`src/rtl/axis_ad9361_dual.sv`:
```
// AXI-stream to dual-channel AD9361 DAC sample unpacker: a word carries two I/Q sample pairs.
// Latency: one cycle from data_rd to registered sample outputs; a written word is readable the next cycle.
// Backpressure: s_axis_tready drops while the word FIFO is full; requests on an empty FIFO underflow.

// Generic single-clock FIFO with head-of-queue data always visible.
// Latency: a write is visible at rd_dat on the following cycle.
// Backpressure: wr_rdy deasserts when full or in reset; a pop on an empty FIFO is ignored.
module fifo #(
    parameter int WIDTH = 8,
    parameter int DEPTH = 4
) (
    input  logic                     data_clk,
    input  logic                     rst,
    input  logic                     wr_vld,
    output logic                     wr_rdy,
    input  logic [WIDTH-1:0]         wr_dat,
    input  logic                     rd_pop,
    output logic [WIDTH-1:0]         rd_dat,
    output logic [$clog2(DEPTH):0]   count
);
    localparam int AW = $clog2(DEPTH);
    localparam logic [AW:0] FULL = (AW+1)'(DEPTH);

    logic [WIDTH-1:0] mem [DEPTH];
    logic [AW-1:0]    wr_ptr;
    logic [AW-1:0]    rd_ptr;
    logic             wr_fire;
    logic             rd_fire;

    assign wr_rdy  = ~rst & (count < FULL);
    assign wr_fire = wr_vld & wr_rdy;
    assign rd_fire = rd_pop & (count != '0);
    assign rd_dat  = mem[rd_ptr];

    always_ff @(posedge data_clk) begin
        if (wr_fire) begin
            mem[wr_ptr] <= wr_dat;
        end
    end

    // DEPTH is a power of two, so the pointers wrap naturally.
    always_ff @(posedge data_clk) begin
        if (rst) begin
            wr_ptr <= '0;
            rd_ptr <= '0;
            count  <= '0;
        end else begin
            if (wr_fire) begin
                wr_ptr <= wr_ptr + 1'b1;
            end
            if (rd_fire) begin
                rd_ptr <= rd_ptr + 1'b1;
            end
            case ({wr_fire, rd_fire})
                2'b10:   count <= count + 1'b1;
                2'b01:   count <= count - 1'b1;
                default: count <= count;
            endcase
        end
    end
endmodule

module axis_ad9361_dual #(
    parameter int SAMPS_WIDTH  = 128,
    parameter int REVERSE_DATA = 0,
    parameter int FIFO_DEPTH   = 4,
    parameter int SATURATE     = 1
) (
    input  logic                   data_clk,
    input  logic                   rst,
    input  logic                   s_axis_tvalid,
    output logic                   s_axis_tready,
    input  logic                   s_axis_tlast,
    input  logic [SAMPS_WIDTH-1:0] s_axis_tdata,
    input  logic                   data_rd,
    output logic [11:0]            data_i0,
    output logic [11:0]            data_q0,
    output logic [11:0]            data_i1,
    output logic [11:0]            data_q1,
    output logic                   data_valid,
    output logic                   frame_end,
    output logic                   underflow,
    output logic [15:0]            underflow_count
);
    typedef struct packed {
        logic                   last;
        logic [SAMPS_WIDTH-1:0] dat;
    } word_t;

    typedef enum logic {PH_A, PH_B} ph_t;

    word_t                         wr_word;
    word_t                         head;
    logic [$clog2(FIFO_DEPTH):0]   count;
    logic                          pop;
    logic [15:0]                   slot [8];
    ph_t                           ph;

    assign wr_word = '{last: s_axis_tlast, dat: s_axis_tdata};
    // The FSM only reaches PH_B with a word at the head, so the pop always hits data.
    assign pop     = data_rd & (ph == PH_B);

    fifo #(
        .WIDTH ($bits(word_t)),
        .DEPTH (FIFO_DEPTH)
    ) u_fifo (
        .data_clk (data_clk),
        .rst      (rst),
        .wr_vld   (s_axis_tvalid),
        .wr_rdy   (s_axis_tready),
        .wr_dat   (wr_word),
        .rd_pop   (pop),
        .rd_dat   (head),
        .count    (count)
    );

    for (genvar k = 0; k < 8; k++) begin : g_slot
        assign slot[k] = (REVERSE_DATA != 0) ? head.dat[16*(7-k) +: 16] : head.dat[16*k +: 16];
    end

    function automatic logic [11:0] conv(input logic [15:0] s);
        logic [11:0] r;
        r = s[11:0];
        if (SATURATE != 0) begin
            if ($signed(s) > 16'sd2047) begin
                r = 12'h7FF;
            end else if ($signed(s) < -16'sd2048) begin
                r = 12'h800;
            end
        end
        return r;
    endfunction

    always_ff @(posedge data_clk) begin
        if (rst) begin
            ph              <= PH_A;
            data_i0         <= '0;
            data_q0         <= '0;
            data_i1         <= '0;
            data_q1         <= '0;
            data_valid      <= 1'b0;
            frame_end       <= 1'b0;
            underflow       <= 1'b0;
            underflow_count <= '0;
        end else begin
            data_valid <= data_rd;
            frame_end  <= 1'b0;
            underflow  <= 1'b0;
            if (data_rd) begin
                case (ph)
                    PH_A: begin
                        if (count != '0) begin
                            data_i0 <= conv(slot[7]);
                            data_q0 <= conv(slot[6]);
                            data_i1 <= conv(slot[5]);
                            data_q1 <= conv(slot[4]);
                            ph      <= PH_B;
                        end else begin
                            data_i0   <= '0;
                            data_q0   <= '0;
                            data_i1   <= '0;
                            data_q1   <= '0;
                            underflow <= 1'b1;
                            if (underflow_count != 16'hFFFF) begin
                                underflow_count <= underflow_count + 16'd1;
                            end
                        end
                    end
                    PH_B: begin
                        data_i0   <= conv(slot[3]);
                        data_q0   <= conv(slot[2]);
                        data_i1   <= conv(slot[1]);
                        data_q1   <= conv(slot[0]);
                        frame_end <= head.last;
                        ph        <= PH_A;
                    end
                    default: ph <= PH_A;
                endcase
            end
        end
    end
endmodule

```
`config.mk`:
```
export PLATFORM = sky130hd
export DESIGN_NAME = axis_ad9361_dual
export DESIGN_NICKNAME = d
export VERILOG_FILES = /design/src/rtl/axis_ad9361_dual.sv
export SDC_FILE = /design/constraint.sdc
export NUM_CORES = 1
export LEC_CHECK = 0
export BUFFER_PORTS_ARGS = -buffer_cell sky130_fd_sc_hd__buf_2
export CORE_ASPECT_RATIO = 1.25
export CORE_MARGIN = 2
export CORE_UTILIZATION = 64
export CTS_BUF_LIST = sky130_fd_sc_hd__clkbuf_16
export CTS_CLUSTER_DIAMETER = 50
export DETAILED_ROUTE_END_ITERATION = 10
export HOLD_SLACK_MARGIN = 0.03
export PLACE_DENSITY_LB_ADDON = 0.12
export REMOVE_ABC_BUFFERS = 1
export SYNTH_ARGS = -nofsm -noshare
export SYNTH_HDL_FRONTEND = slang
export SYNTH_SLANG_ARGS = --single-unit
```
`constraint.sdc`:
```
create_clock -name data_clk -period 6.7 [get_ports data_clk]
set_input_delay 0.67 -clock data_clk [delete_from_list [all_inputs] [get_ports data_clk]]
set_output_delay 0.67 -clock data_clk [all_outputs]
set_load 0.01 [all_outputs]
```
==> qor.csv, run 1 <==
metric;value;unit
Pleak;0.008431;uW
total gr overflow;0;
sw frac;20.77;%
TritonCTS buffer count;54;
GR Util All Layers;25.04;%
Slew headroom;18.83;%
setup TNS;0;ns
CTS tree;done;
Peak VDD IR;254.1;uV
crit path setup slack, layout;3.421;ns
Worst-path clk slew;0.06;ns
Worst Path Required;7.17;ns
core area;35170;um2
Via density;6.197;
cell internal pwr;5849;uW
Worst setup endpoint;data_i0[7];
drt pass-1 iters;5;
routability cong.;0.7697;
Post-synth ARST share;0;%
proportion of layout cells with a drive suffix above 1;29.56;%
ys flop type;edfxtp_1;
Yosys reg bits;593;
HP Class;in2reg;
CTS H-tree depth;2;
min Tclk post-route;3.279;ns
number of synthesized flops with an enable pin;516;
Net Switching;1534;uW
Clock power frac;38.6;%
die area;36980;um2
max-cap viol count;0;
Filler cells;2104;
IO Count;201;
Worst-Margin Slew;1.213;ns
DR DRC count;0;
Layout area overhead;13.80;%
CTS Buffer Depth;3;
post-CTS sizing;0;
startpoint types;flip-flop;
Critical Path Fanout Max;62;
vias in the first global route;12150;
PwrDens;286.0;nW/um2
Post-Syn Instances;1165;
Syn Std Cell Area;22690;um2
Setup CP Type;reg2reg;
DPL Wire Length;27650;um
Synthesis Warnings;0;
Max Freq;305.0;MHz
Final Setup Violations;0;
worst reg2reg path endpoint;data_i0[7];
DP Worst Slack;3.213;ns
reg2reg path depth;5;
Crit. End Element;flip-flop;
Yosys cell types;50;
clk_lat worst skew;0.58;ns
post-route ant nets;0;
DR vias;11840;
final hold vios;0;
Gate power share;5.0;%
Final period util;48.94;%
clock sinks;593;
Slew Viols, Final;0;
chip width;172.4;um
largest net degree at the start of global routing;69;
Rows;77;
Hold Buf Count CTS;0;
Root Driver;clkbuf_16;
r2r setup slk;3.42;ns
first-pass GRT wire length;69310;um
fin nets;1527;
post-synthesis sequential area ratio;75.10;%
RSZ-0062 raised after global routing;no;
drt initial violations;893;
syn avg cell area;19.47;um2
die height;214.5;um
Avg WL per Cell;23.66;um
Seq pwr share;56.5;%
Data arrival, critical path;3.75;ns
Setup Buffers After CTS;0;
initial core utilization;64.51;%
final wirelength;45190;um
status;completed;
# port buffers;200;
antenna violations before repair;6;
worst clock skew;0.02521;ns
kinds of logic after synthesis:
group,synth area share [%]
flops,75.10
compound gates,5.791
simple gates,3.717
buf+inv,1.583
mux,13.08
fa+ha+maj,0.4192
xor+xnor,0.3089
critical path, stage by stage, from the launching register on:
cell and delay [ns]:
dfxtp_4 0.89, buf_12 0.50, mux4_2 0.67, nor2_1 0.55, o21ai_0 0.24, a311oi_1 0.30
cell usage after synthesis (all sizes together), types with 9 or more instances:
cell | number | area (um2)
buf | 32 | 246.5
dfxtp | 77 | 1541
nand4 | 12 | 81.33
a21oi | 30 | 150.1
a21boi | 48 | 386.6
nand3 | 12 | 60.06
inv | 9 | 33.78
nor2 | 56 | 217.7
nand2 | 52 | 195.2
mux4 | 129 | 2958
o311ai | 9 | 86.34
o21ai | 48 | 240.2
a311oi | 23 | 201.4
edfxtp | 516 | 15490
clkbuf | 21 | 78.83
registers in the layout (all words and copies together), names as in the netlist, named ones only:
register / flops
underflow_count: 16
data_valid: 1
u_fifo.mem: 516
u_fifo.rd_ptr: 2
u_fifo.wr_ptr: 2
data_q1: 12
u_fifo.count: 3
data_q0: 12
data_i0: 12
ph: 1
underflow: 1
frame_end: 1
data_i1: 12
layout make-up:
cell class / count / area (um2) / share of cell area (%)
inverters: 9 / 33.78 / 0.1309
clock buffers: 56 / 1401 / 5.428
repair buffers: 219 / 1169 / 4.527
diodes: 5 / 12.51 / 0.04847
clock inverters: 44 / 247.7 / 0.9596
flip-flops and latches: 593 / 17040 / 66.02
multi-input cells: 510 / 5315 / 20.59
well taps: 474 / 593.1 / 2.297
worst min-delay path by stage:
stage                     startpoint           endpoint  slack (ns)  cells past startpoint
floorplan                data_i0[11]        data_i0[11]        0.46                      2
global placement         data_i0[11]        data_i0[11]        0.45                      2
detailed placement       data_i0[11]        data_i0[11]        0.46                      2
CTS                 s_axis_tdata[47]  u_fifo.mem[0][47]        0.28                      1
global route        s_axis_tdata[80]  u_fifo.mem[2][80]        0.29                      1
finish              s_axis_tdata[46]  u_fifo.mem[2][46]        0.30                      1
per-layer routing:
metal | vias to the layer above | track usage, % | share of wire (%)
met5 | - | 0 | 0.055
met4 | 4 | 8.627 | 2.9
met3 | 86 | 3.876 | 6.1
met2 | 441 | 41.28 | 51
met1 | 6029 | 34.71 | 40
li1 | 5276 | - | -
cell usage in the layout (no fill, tap or decap), types with 3 or more instances in the layout:
master,n
o311ai_1,6
ha_1,6
clkinv_1,22
a311oi_1,23
o211ai_1,8
or3_1,7
nand3_1,12
a21boi_2,7
clkbuf_16,56
a211oi_1,3
mux4_2,115
diode_2,5
mux4_1,14
and2_1,4
buf_2,200
and4_1,3
clkinv_2,6
edfxtp_1,516
or4_1,7
buf_4,17
inv_1,18
o221ai_1,3
xnor2_1,3
nand2b_1,6
nor2_1,53
nand2_1,52
a22oi_1,5
a21boi_0,41
o31ai_1,7
nor4_1,7
o21ai_0,40
xor2_1,5
a21oi_1,30
dfxtp_1,75
and3_4,4
o21ai_1,8
nand4_1,11
power groups by stage:
stage	registers [uW]	logic (uW)	clock network, uW
6_report	4170	366	2850
5_1_grt	4170	402	3030
4_1_cts	4170	369	2900
3_5_place_dp	4250	367	0
3_3_place_gp	4240	357	0
2_1_floorplan	4260	177	0
through the flow:
step           instance area, um2  util (%)  power, uW  std cells  hold slack, ns
3_3_place_gp                24150     68.69       4599       1805          0.4530
3_5_place_dp                24150     68.69       4615       1805          0.4611
5_1_grt                     25810     73.39       7609       1907          0.2887
6_report                    25820     73.41       7383       1910          0.2972
4_1_cts                     25800     73.38       7436       1905          0.2758
2_1_floorplan               22360         -       4435       1112          0.4625
Power figures use the tool's default switching activity.
==> inputs of run 2 (changes only) <==
--- a/config.mk
+++ b/config.mk
@@ -8,7 +8,7 @@
 export BUFFER_PORTS_ARGS = -buffer_cell sky130_fd_sc_hd__buf_2
 export CORE_ASPECT_RATIO = 1.25
 export CORE_MARGIN = 2
-export CORE_UTILIZATION = 64
+export CORE_UTILIZATION = 59
 export CTS_BUF_LIST = sky130_fd_sc_hd__clkbuf_16
 export CTS_CLUSTER_DIAMETER = 50
 export DETAILED_ROUTE_END_ITERATION = 10
==> constraint.sdc (replaced) <==
create_clock -name data_clk -period 3.35 [get_ports data_clk]
set_input_delay 0.335 -clock data_clk [delete_from_list [all_inputs] [get_ports data_clk]]
set_output_delay 0.335 -clock data_clk [all_outputs]
set_load 0.01 [all_outputs]
==> qor.csv, run 2 (synthesis results as in run 1) <==
metric;value;unit
commonest non-fill, non-tap cell in the layout;edfxtp_1;
min-delay src;data_rd;
CTS H-tree depth;2;
max FFs per register;516;
hold path depth;2;
Final Setup Violations;0;
Setup CP Type;reg2reg;
r2r setup slk;0.50;ns
reg2reg path depth;6;
HP Class;in2reg;
fin nets;1677;
RSZ-0062 raised after global routing;no;
Rows;80;
chip width;179.4;um
Layout area overhead;22.14;%
Worst-Margin Slew;1.170;ns
PwrDens;576.9;nW/um2
Pleak;0.009257;uW
Reg with most FFs;u_fifo.mem;
drt pass-1 iters;5;
hold endpoint;data_valid;
startpoint types;flip-flop;
clk_lat worst skew;0.59;ns
vias in the first global route;12880;
cell internal pwr;12730;uW
max-cap viol count;0;
hold_ws;0.1532;ns
Net Switching;3251;uW
Via density;5.999;
sw frac;20.34;%
Clock power frac;42.3;%
most frequent cells in the layout;edfxtp_1, buf_2, dlygate4sd3_1;
final hold vios;0;
status;completed;
GR Util All Layers;25.14;%
gr busiest metal;met2;
GR Util met3;4.209;%
area post-placement;24430;um2
DR DRC count;0;
min Tclk post-route;2.849;ns
Worst Path Required;3.77;ns
CTS tree;done;
DPL Wire Length;30040;um
# port buffers;200;
core area;38040;um2
routability cong.;0.7572;
post-CTS sizing;0;
Crit. End Element;flip-flop;
CTS Buffer Depth;3;
Final period util;85.05;%
Peak VDD IR;513.4;uV
met2 GRT Util;42.21;%
Data arrival, critical path;3.27;ns
initial core utilization;59.64;%
Avg WL per Cell;23.56;um
first-pass GRT wire length;75070;um
worst clock skew;0.01884;ns
proportion of layout cells with a drive suffix above 1;29.06;%
Critical Path Fanout Max;21;
post-route ant nets;0;
total power;15980;uW
die height;223.2;um
Seq pwr share;52.1;%
Root Driver;clkbuf_16;
drt initial violations;1150;
worst reg2reg path endpoint;data_i1[6];
Worst-path clk slew;0.06;ns
IO Count;201;
final wirelength;48980;um
fin area;27710;um2
met1 Track Usage GR;34.13;%
biggest regs;u_fifo.mem: 516 flops, underflow_count: 16 flops;
Slew Viols, Final;0;
clock sinks;593;
total gr overflow;0;
die area;40040;um2
DR vias;12470;
Slew headroom;21.91;%
Gate power share;5.6;%
TritonCTS buffer count;55;
Max Freq;351.0;MHz
antenna violations before repair;4;
largest net degree at the start of global routing;68;
run 2: cell types whose count changed in the layout (fill, tap and decap cells not counted):
| cell | before | now |
|---|---|---|
| clkinv_1 | 22 | 10 |
| buf_12 | 2 | 10 |
| clkinv_2 | 6 | 10 |
| buf_4 | 17 | 29 |
| diode_2 | 5 | 4 |
| dlygate4sd3_1 | 0 | 129 |
| clkinv_4 | 1 | 2 |
| clkbuf_16 | 56 | 57 |
| inv_1 | 18 | 16 |
| bufinv_16 | 2 | 13 |
run 2: worst max path at each step:
stage / slack, ns / cells past startpoint / to
2_1_floorplan: -3.66 / 5 / data_q1[2]
3_3_place_gp: 0.53 / 6 / data_i1[0]
5_1_grt: 0.28 / 6 / data_i1[6]
4_1_cts: 0.43 / 6 / data_i1[6]
6_report: 0.50 / 6 / data_i1[6]
3_5_place_dp: 0.48 / 6 / data_i1[3]
run 2: area by class of cell:
class / instances / area [um2]
flip-flops and latches: 593 / 17040
fillers: 2336 / 10330
multi-input cells: 510 / 5315
repair buffers: 368 / 2710
clock buffers: 57 / 1426
well taps: 492 / 615.6
clock inverters: 46 / 554.3
inverters: 9 / 33.78
diodes: 4 / 10.01
run 2: stage by stage:
step	worst slack [ns]	utilization [%]	instances	TNS (ns)
after floorplan	-3.665	-	1112	-604.59
after global placement	0.5284	64.22	1843	0
after detailed placement	0.4823	64.22	1843	0
after CTS	0.4276	72.82	2075	0
after global routing	0.2776	72.84	2077	0
final	0.5007	72.85	2079	0
run 2: power groups by stage:
stage	clock network (uW)	logic, uW	registers [uW]
final	6750	900	8330
after global routing	7110	978	8340
after CTS	6840	903	8330
after detailed placement	0	772	8490
after global placement	0	755	8480
after floorplan	0	353	8520
run 2: repair_timing:
action	in CTS	in global routing
hold buffers	129	0
hold endpoints to repair	516	0
buffers inserted	0	0
run 2: metal layers:
metal	vias up	part of all wire, %
met5	-	0.027
met4	2	2.7
li1	5579	-
met1	6389	40
met2	411	51
met3	91	5.8
run 2: worst max-delay path, stage by stage (launching register included):
cell and delay [ns]:
dfxtp_4 0.59, buf_4 0.43, mux4_1 0.63, nor4_1 0.32
nor2_1 0.18, a21boi_2 0.36, a311oi_1 0.16
